**src/rtl/spi_reg_bank.sv**
```systemverilog
// SPI mode-0 target owning NUM_REGS x DATA_W configuration registers with read-back on CIPO.
// Frames are R/W, address, data (MSB first); a write commits on CS rise only if exactly FRAME_W bits arrived.
module spi_reg_bank #(
    parameter int NUM_REGS = 5,
    parameter int ADDR_W   = 7,
    parameter int DATA_W   = 8
) (
    input  logic                       clk,
    input  logic                       rst,
    input  logic                       spi_sclk,
    input  logic                       spi_copi,
    input  logic                       spi_cs,
    output logic                       spi_cipo,
    output logic                       spi_cipo_oe,
    output logic [NUM_REGS*DATA_W-1:0] regs_flat,
    output logic                       wr_pulse,
    output logic [ADDR_W-1:0]          wr_addr
);
    localparam int FRAME_W = 1 + ADDR_W + DATA_W;
    localparam int CNT_W   = $clog2(FRAME_W + 2);

    localparam logic [CNT_W-1:0] CNT_FULL = CNT_W'(FRAME_W);
    localparam logic [CNT_W-1:0] CNT_SAT  = CNT_W'(FRAME_W + 1);
    localparam logic [CNT_W-1:0] CNT_ADDR = CNT_W'(ADDR_W);

    localparam logic [0:0] ST_IDLE   = 1'b0;
    localparam logic [0:0] ST_ACTIVE = 1'b1;

    // [0] metastability flop, [1] synchronised value, [2] history for edge detection
    logic [2:0] sclk_pipe_q, sclk_pipe_d;
    logic [2:0] copi_pipe_q, copi_pipe_d;
    logic [2:0] cs_pipe_q,   cs_pipe_d;

    logic [0:0]         state_q,    state_d;
    logic [CNT_W-1:0]   bit_cnt_q,  bit_cnt_d;
    logic [FRAME_W-1:0] rx_q,       rx_d;
    logic [DATA_W-1:0]  tx_q,       tx_d;
    logic               is_read_q,  is_read_d;
    logic               cipo_q,     cipo_d;
    logic               cipo_oe_q,  cipo_oe_d;
    logic               wr_pulse_q, wr_pulse_d;
    logic [ADDR_W-1:0]  wr_addr_q,  wr_addr_d;
    logic [DATA_W-1:0]  regs_q [NUM_REGS];
    logic [DATA_W-1:0]  regs_d [NUM_REGS];

    logic               sclk_rise, sclk_fall, cs_rise, cs_fall;
    logic [FRAME_W-1:0] rx_shift;
    logic [ADDR_W-1:0]  setup_addr;
    logic [ADDR_W-1:0]  frame_addr;
    logic [DATA_W-1:0]  frame_data;
    logic [DATA_W-1:0]  rd_word;
    logic               commit_ok;

    always_comb begin
        sclk_pipe_d = {sclk_pipe_q[1:0], spi_sclk};
        copi_pipe_d = {copi_pipe_q[1:0], spi_copi};
        cs_pipe_d   = {cs_pipe_q[1:0],   spi_cs};
    end

    assign sclk_rise = sclk_pipe_q[1] & ~sclk_pipe_q[2];
    assign sclk_fall = ~sclk_pipe_q[1] & sclk_pipe_q[2];
    assign cs_rise   = cs_pipe_q[1] & ~cs_pipe_q[2];
    assign cs_fall   = ~cs_pipe_q[1] & cs_pipe_q[2];

    assign rx_shift   = {rx_q[FRAME_W-2:0], copi_pipe_q[1]};
    assign setup_addr = rx_shift[ADDR_W-1:0];
    assign frame_addr = rx_q[DATA_W +: ADDR_W];
    assign frame_data = rx_q[DATA_W-1:0];
    assign commit_ok  = (bit_cnt_q == CNT_FULL) && rx_q[FRAME_W-1]
                        && (32'(frame_addr) < NUM_REGS);

    // Out-of-range read addresses match no register and return zero.
    always_comb begin
        rd_word = '0;
        for (int unsigned i = 0; i < NUM_REGS; i++) begin
            if (32'(setup_addr) == i) rd_word = regs_q[i];
        end
    end

    always_comb begin
        state_d    = state_q;
        bit_cnt_d  = bit_cnt_q;
        rx_d       = rx_q;
        tx_d       = tx_q;
        is_read_d  = is_read_q;
        cipo_d     = cipo_q;
        cipo_oe_d  = cipo_oe_q;
        wr_pulse_d = 1'b0;
        wr_addr_d  = wr_addr_q;
        regs_d     = regs_q;

        case (state_q)
            ST_IDLE: begin
                if (cs_fall) begin
                    state_d   = ST_ACTIVE;
                    bit_cnt_d = '0;
                    rx_d      = '0;
                    tx_d      = '0;
                    is_read_d = 1'b0;
                    cipo_d    = 1'b0;
                    cipo_oe_d = 1'b0;
                end
            end
            ST_ACTIVE: begin
                // A CS rise takes priority: any SCLK edge seen in the same cycle is dropped.
                if (cs_rise) begin
                    state_d   = ST_IDLE;
                    is_read_d = 1'b0;
                    cipo_d    = 1'b0;
                    cipo_oe_d = 1'b0;
                    if (commit_ok) begin
                        for (int unsigned i = 0; i < NUM_REGS; i++) begin
                            if (32'(frame_addr) == i) regs_d[i] = frame_data;
                        end
                        wr_addr_d  = frame_addr;
                        wr_pulse_d = 1'b1;
                    end
                end else begin
                    if (sclk_rise) begin
                        rx_d = rx_shift;
                        if (bit_cnt_q != CNT_SAT) bit_cnt_d = bit_cnt_q + 1'b1;
                        if (bit_cnt_q == CNT_ADDR && !rx_shift[ADDR_W]) begin
                            is_read_d = 1'b1;
                            tx_d      = rd_word;
                        end
                    end
                    if (sclk_fall && is_read_q) begin
                        cipo_d    = tx_q[DATA_W-1];
                        tx_d      = tx_q << 1;
                        cipo_oe_d = 1'b1;
                    end
                end
            end
            default: state_d = ST_IDLE;
        endcase
    end

    // CS synchroniser resets low so a CS already held low after reset is not seen as a fall.
    always_ff @(posedge clk or posedge rst) begin
        if (rst) begin
            sclk_pipe_q <= '0;
            copi_pipe_q <= '0;
            cs_pipe_q   <= '0;
            state_q     <= ST_IDLE;
            bit_cnt_q   <= '0;
            rx_q        <= '0;
            tx_q        <= '0;
            is_read_q   <= 1'b0;
            cipo_q      <= 1'b0;
            cipo_oe_q   <= 1'b0;
            wr_pulse_q  <= 1'b0;
            wr_addr_q   <= '0;
            regs_q      <= '{default: '0};
        end else begin
            sclk_pipe_q <= sclk_pipe_d;
            copi_pipe_q <= copi_pipe_d;
            cs_pipe_q   <= cs_pipe_d;
            state_q     <= state_d;
            bit_cnt_q   <= bit_cnt_d;
            rx_q        <= rx_d;
            tx_q        <= tx_d;
            is_read_q   <= is_read_d;
            cipo_q      <= cipo_d;
            cipo_oe_q   <= cipo_oe_d;
            wr_pulse_q  <= wr_pulse_d;
            wr_addr_q   <= wr_addr_d;
            regs_q      <= regs_d;
        end
    end

    always_comb begin
        regs_flat = '0;
        for (int unsigned i = 0; i < NUM_REGS; i++) begin
            regs_flat[i*DATA_W +: DATA_W] = regs_q[i];
        end
    end

    assign spi_cipo    = cipo_q;
    assign spi_cipo_oe = cipo_oe_q;
    assign wr_pulse    = wr_pulse_q;
    assign wr_addr     = wr_addr_q;

endmodule
```
**config.mk**
```make
export PLATFORM = sky130hd
export DESIGN_NAME = spi_reg_bank
export DESIGN_NICKNAME = d
export VERILOG_FILES = /design/src/rtl/spi_reg_bank.sv
export SDC_FILE = /design/constraint.sdc
export NUM_CORES = 1
export LEC_CHECK = 0
export ABC_AREA = 0
export CAP_MARGIN = 20
export CORE_ASPECT_RATIO = 0.6
export CORE_MARGIN = 2
export CORE_UTILIZATION = 50
export CTS_BUF_LIST = sky130_fd_sc_hd__clkbuf_4 sky130_fd_sc_hd__clkbuf_8 sky130_fd_sc_hd__clkbuf_16
export DETAILED_ROUTE_END_ITERATION = 7
export PLACE_DENSITY = 0.76
export SKIP_LAST_GASP = 1
export SYNTH_ARGS = -nofsm -noshare
export SYNTH_HDL_FRONTEND = slang
export SYNTH_SLANG_ARGS = --single-unit
```
**constraint.sdc**
```tcl
create_clock -name clk -period 4.1 [get_ports clk]
set_input_delay 0.82 -clock clk [delete_from_list [all_inputs] [get_ports clk]]
set_output_delay 0.82 -clock clk [all_outputs]
set_load 0.02 [all_outputs]
```
==> results.cfg, run 1 <==
[outcome]
status = finished, final reports clean

[clocking]
cts_tree = done
cts_resized = 0
clock_sinks = 89
clock_latency_ps = 330
htreeDepth = 3
cts_setup_buffers = 0
clk_pin_slew_ps = 60
cts_hold_buffers = 0
numCtsBuffers = 9
clockBufferDepth = 2
cts-root-buf = clkbuf_16

[setup_path]
worstSetupEndpoint = regs_flat[37]
worstPathArrival_ps = 1410
start_kind = flop
path_cells = clkdlybuf4s50_1
worst-path-stages = 1
reg2regPathDepth = 7
r2r_slack_ps = 1930
cp_slowest_cell = clkdlybuf4s50_1
slowest_delay_ps = 640
endpoint_kind = primary output
crit_fanout = 3
crit_buf_inv = 1
startpoint = regs_flat[37]$_DFFE_PP0P_
r2r-end = regs_flat[11]$_DFFE_PP0P_
crit_family = buffers and inverters
crit_type = reg -> out
r2r_start = bit_cnt_q[0]$_DFFE_PP0P_
required_ps = 3280

[global_routing]
grt_use_total_pct = 22.51
grt-busiest-layer = met2
gr-usage-met1_pct = 33.52
antenna_found_initial = 0
met3_usage_pct = 4.844
grt_pass1_wl_mm = 15.06
grt_pass1_vias = 2806
grt_max_degree = 38
overflow = 0
gr-usage-met2_pct = 33.72

[logic_synthesis]
seq_area_frac_synth_pct = 55.99
synth_cell_types = 51
synth.cell_area_um2 = 3978
syn_inst = 330
synth.avg_cell_area_um2 = 12.05
yosys_warnings = 0
ys.flop_type = dfrtp_1
synth_nets = 338
ys_ff_latch = 89
synth_edf_count = 0
synthArstFlopShare_pct = 100.0

[route]
wl_per_cell_um = 18.65
drtIter0Drc = 216
wl_mm = 9.215
drc = 0
drtPass1Iterations = 5
via_count = 2798
final_antenna_net_count = 0
viasPerCell = 5.664

[floorplanning]
fp.dieW_um = 119.1
fp.dieH_um = 73.09
initial_core_util_pct = 51.07
fp.dieArea_um2 = 8708
rows = 25
ios = 55
design.core.area_um2 = 7789

[pwr]
p_int_mw = 1.498
power.leakage_nw = 2.196
totalPowerFinal_mw = 1.978
seqPwrFrac_pct = 48.3
ir_drop_uv = 204.9
p_switching_uw = 480.3
comb_power_share_pct = 7.4
powerDensity_nw_per_um2 = 402.9
pwr-share-clk_pct = 44.3
swShare_pct = 24.28

[final_layout]
syn_to_final_growth_pct = 23.44
drive_gt1_share_pct = 20.73
fin_area_um2 = 4910
fin_nets = 389
fin_cells = 494
diodes = 0

[timing]
worst-slew-pin-transition_ps = 876.8
finalSetupViolations = 0
final.setup.tns_ps = 0
rsz0062_at_grt = false
finalCritPeriodShare_pct = 54.27
worst_clock_skew_ps = 8.006
slew_headroom_pct = 41.55
fmax_mhz = 449.4
slew_viol_final = 0
period_minus_slack_ps = 2225
final_hold_viol_count = 0

[place]
io_buffer_count = 54
dpl-instance-area_um2 = 4589
gp_congestion = 0.8298
dpl.hpwl_mm = 6.253
dp.cells = 478

[job]
drv_cap = 0

[hold_path]
hold_path_depth = 0
hp-class = reg -> reg
[synth_stat cells (3+ instances only)]
library cell / instances / area, µm²
o221ai_1: 5 / 43.79
inv_1: 8 / 30.03
nor2b_1: 7 / 43.79
buf_2: 7 / 35.03
nor2_1: 4 / 15.01
ha_1: 3 / 37.54
dfrtp_1: 89 / 2227
nand2b_1: 3 / 18.77
o31ai_1: 7 / 52.55
mux2_2: 43 / 484.2
a21oi_1: 12 / 60.06
nand2_1: 47 / 176.4
mux2i_1: 5 / 50.05
clkbuf_1: 8 / 30.03
nand3b_1: 5 / 37.54
a221oi_1: 5 / 43.79
o21ai_0: 29 / 145.1
a211oi_1: 3 / 22.52
[power groups by stage]
| stage | sequential, mW | clock (mW) | combinational (mW) |
|---|---|---|---|
| floorplan | 0.940 | 0 | 0.126 |
| global placement | 0.967 | 0 | 0.142 |
| detailed placement | 0.969 | 0 | 0.147 |
| CTS | 0.954 | 0.886 | 0.148 |
| global route | 0.961 | 0.927 | 0.166 |
| finish | 0.955 | 0.876 | 0.147 |
[per-stage QoR]
stage          util (%)  setup WS, ps  hold WS [ps]
3_3_place_gp      58.92          2018         335.1
3_5_place_dp      58.92          1970         341.8
6_report          63.04          1875         356.6
5_1_grt           63.04          1820         364.7
2_1_floorplan         -         973.1         331.2
4_1_cts           63.04          1878         359.6
[layout make-up]
class | count | area (µm²)
clock buffer | 11 | 240.2
fill | 598 | 2879
sequential | 89 | 2227
tap | 108 | 135.1
timing repair buffer | 57 | 563.0
inverter | 8 | 31.28
clock inverter | 5 | 80.08
multi-input combinational | 216 | 1633
[routing by layer]
| layer | part of all wire [%] | vias to the layer above | wire length [µm] |
|---|---|---|---|
| li1 | - | 1285 | - |
| met1 | 48 | 1405 | 4397 |
| met2 | 44 | 102 | 4070 |
| met3 | 7.7 | 6 | 707 |
| met4 | 0.43 | 0 | 40 |
| met5 | 0 | - | 0 |
[how the worst min path moves through the flow]
stage                                   startpoint                       end  slack (ps)
after floorplan           copi_pipe_q[0]$_DFF_PP0_  copi_pipe_q[1]$_DFF_PP0_         330
after global placement    sclk_pipe_q[0]$_DFF_PP0_  sclk_pipe_q[1]$_DFF_PP0_         340
after detailed placement  sclk_pipe_q[0]$_DFF_PP0_  sclk_pipe_q[1]$_DFF_PP0_         340
after CTS                 sclk_pipe_q[0]$_DFF_PP0_  sclk_pipe_q[1]$_DFF_PP0_         360
after global routing      sclk_pipe_q[0]$_DFF_PP0_  sclk_pipe_q[1]$_DFF_PP0_         360
final                     sclk_pipe_q[0]$_DFF_PP0_  sclk_pipe_q[1]$_DFF_PP0_         360
[cells in the final DEF, fill, tap and decap left out, types with 2 or more instances in the layout]
master / Yosys / layout
a31oi_1: 2 / 2
and4_1: 2 / 2
mux2_2: 43 / 43
mux2i_1: 5 / 5
o221ai_1: 5 / 5
a21oi_1: 12 / 12
dfrtp_1: 89 / 89
o311ai_0: 2 / 2
inv_1: 8 / 7
buf_4: 0 / 3
nor2b_1: 7 / 7
a221oi_1: 5 / 5
o21ai_0: 29 / 29
clkinv_2: 0 / 2
nor3b_1: 2 / 2
nand2b_1: 3 / 3
clkbuf_16: 0 / 9
clkdlybuf4s50_1: 0 / 54
bufinv_16: 0 / 2
and4bb_2: 2 / 2
nand2_1: 47 / 47
nor2_1: 4 / 4
a211oi_1: 3 / 3
clkbuf_4: 0 / 2
o31ai_1: 7 / 7
ha_1: 3 / 3
nand3_1: 2 / 2
nand3b_1: 5 / 5
clkinvlp_4: 0 / 2
[flip-flops by register name (all words and copies together), names as in the netlist]
| register | flops |
|---|---|
| is_read_q | 1 |
| tx_q | 8 |
| wr_addr | 7 |
| regs_flat | 40 |
| spi_cipo | 1 |
| copi_pipe_q | 2 |
| state_q | 1 |
| rx_q | 16 |
| wr_pulse | 1 |
| bit_cnt_q | 5 |
| sclk_pipe_q | 3 |
| cs_pipe_q | 3 |
| spi_cipo_oe | 1 |
[logic make-up after synthesis]
logic type / after synthesis / synth area share, %
compound gates: 69 / 11.26
xor+xnor: 2 / 0.4405
fa+ha+maj: 3 / 0.9438
mux: 49 / 14.00
simple gates: 93 / 14.41
flops: 89 / 55.99
buf+inv: 25 / 2.957
(Power assumes the default switching activity.)
==> run 2, diff against run 1 <==
- CORE_UTILIZATION: 50 -> 49
- PLACE_DENSITY: 0.76 -> 0.77
- clock period: 4.1 -> 2 ns (I/O delays scaled with it)
==> run 2 against run 1 <==
  * Non-clock buffer count is 18 higher
  * Flip-flop and latch count unchanged
  * Utilization grew 1.9 points
  * Die area rose by 2.0%
  * Hold slack lost 9.9 ps
  * First-iteration DRC count rose by 22%
  * Clock-buffer cell count is 1 higher
  * Wire length rose by 1.3%
==> results.cfg, run 2 (synthesis gave the netlist of run 1 again) <==
[final_layout]
layout_common_cells = 89 x dfrtp_1, 54 x clkdlybuf4s50_1, 47 x nand2_1
syn_to_final_growth_pct = 28.78
fin_nets = 407
fillerInstances = 617
utilization_pct = 64.98
final_common_cell = dfrtp_1
drive_gt1_share_pct = 24.75
diodes = 0
largest_register_ff_count = 40

[timing]
slew_viol_final = 0
finalCritPeriodShare_pct = 95.33
final_hold_viol_count = 0
slew_headroom_pct = 67.19
rsz0062_at_grt = false
worst_clock_skew_ps = 4.386
final.setup.tns_ps = 0
finalSetupViolations = 0
worst-slew-pin-transition_ps = 488.0
fmax_mhz = 524.5
period_minus_slack_ps = 1907

[pwr]
comb_power_share_pct = 10.1
powerDensity_nw_per_um2 = 822.9
power.leakage_nw = 2.320
p_switching_mw = 1.019
seqPwrFrac_pct = 45.2
totalPowerFinal_mw = 4.215
swShare_pct = 24.17
ir_drop_uv = 753.6
pwr-share-clk_pct = 44.7
p_int_mw = 3.197

[floorplanning]
rows = 25
design.core.area_um2 = 7883
fp.dieArea_um2 = 8878
initial_core_util_pct = 50.46
fp.dieH_um = 73.79
ios = 55
fp.dieW_um = 120.3

[clocking]
cts_resized = 0
clock_latency_ps = 350
cts-root-buf = clkbuf_16
clk_pin_slew_ps = 60
cts_setup_buffers = 0
numCtsBuffers = 9
clock_sinks = 89
cts_hold_buffers = 0
htreeDepth = 3
clockBufferDepth = 2
cts_tree = done

[route]
drtIter0Drc = 264
drc = 0
wl_per_cell_um = 18.23
drtPass1Iterations = 4
via_count = 2946
wl_mm = 9.334
final_antenna_net_count = 0
viasPerCell = 5.754

[hold_path]
hp-class = reg -> reg
min-delay-start = cs_pipe_q[0]$_DFF_PP0_

[global_routing]
grt_pass1_wl_mm = 15.28
grt_use_total_pct = 23.22
antenna_found_initial = 0
grt_pass1_vias = 2877
overflow = 0
grt_max_degree = 29

[setup_path]
crit_type = reg -> reg
crit_fanout = 8
r2r_start = bit_cnt_q[1]$_DFFE_PP0P_
slowest_delay_ps = 410
path_cells = inv_2 > ha_1 > and4bb_2 > and3_4 > and2b_2 > nand3b_4 > mux2_4
cp_slowest_cell = dfrtp_1
start_kind = flop
endpoint_kind = flop
required_ps = 2230
r2r_slack_ps = 90
worstPathArrival_ps = 2130
startpoint = bit_cnt_q[1]$_DFFE_PP0P_

[place]
io_buffer_count = 54
dpl.hpwl_mm = 6.677
gp_congestion = 0.8119

[outcome]
status = finished, final reports clean

[job]
drv_cap = 0
[run 2: cell types whose count changed in the layout (fill, tap and decap cells not counted), sizes merged]
cell      before  now
clkbuf        11   12
buf            3   21
clkinvlp       2    1
[run 2: power by group through the flow]
stage          Sequential (mW)  Combinational [mW]  Clock (mW)
6_report                  1.91               0.424        1.88
5_1_grt                   1.91               0.475        1.98
4_1_cts                   1.90               0.423        1.91
3_5_place_dp              1.94               0.421           0
3_3_place_gp              1.93               0.401           0
2_1_floorplan             1.93               0.259           0
[run 2: area by class of cell]
type	instances	area, µm²	area share [%]
Tap cell	108	135.1	2.638
Multi-Input combinational cell	216	1650	32.22
Clock buffer	12	266.5	5.203
Inverter	8	33.78	0.6595
Sequential cell	89	2227	43.48
Timing Repair Buffer	75	735.7	14.36
Clock inverter	4	73.82	1.441
[run 2: critical path: cells and delay by family, from the launching register on]
kind          cells  cell delay [ps]
simple gates      4              820
flops             1              410
mux               1              340
fa+ha+maj         1              140
buf+inv           1               80
[run 2: per-stage QoR]
stage / instances / worst slack, ps / area [µm²] / hold WS [ps]
floorplan: 330 / 150.2 / 3981 / 331.2
detailed placement: 496 / 21.92 / 4765 / 334.7
global placement: 496 / 124.2 / 4765 / 334.0
global route: 512 / 1.932 / 5122 / 354.3
finish: 512 / 93.31 / 5122 / 346.7
CTS: 512 / 2.483 / 5105 / 348.1
[run 2: routing by layer]
layer / global-route usage, % / vias to the layer above / wire length (µm) / part of all wire (%)
met5: 0 / - / 0 / 0
met4: 9.173 / 0 / 117 / 1.3
li1: - / 1330 / - / -
met1: 32.98 / 1488 / 4340 / 46
met3: 6.910 / 13 / 721 / 7.7
met2: 33.71 / 115 / 4154 / 45
[run 2: final timing paths]
path | endpoint | cells after the start
setup / recovery | regs_flat[20]$_DFFE_PP0P_ | 7
hold / removal | cs_pipe_q[1]$_DFF_PP0_ | 0
setup reg to reg | regs_flat[20]$_DFFE_PP0P_ | 7
hold reg to reg | cs_pipe_q[1]$_DFF_PP0_ | 0
max in group asynchronous | regs_flat[30]$_DFFE_PP0P_ | 3
min in group asynchronous | tx_q[5]$_DFFE_PP0P_ | 2
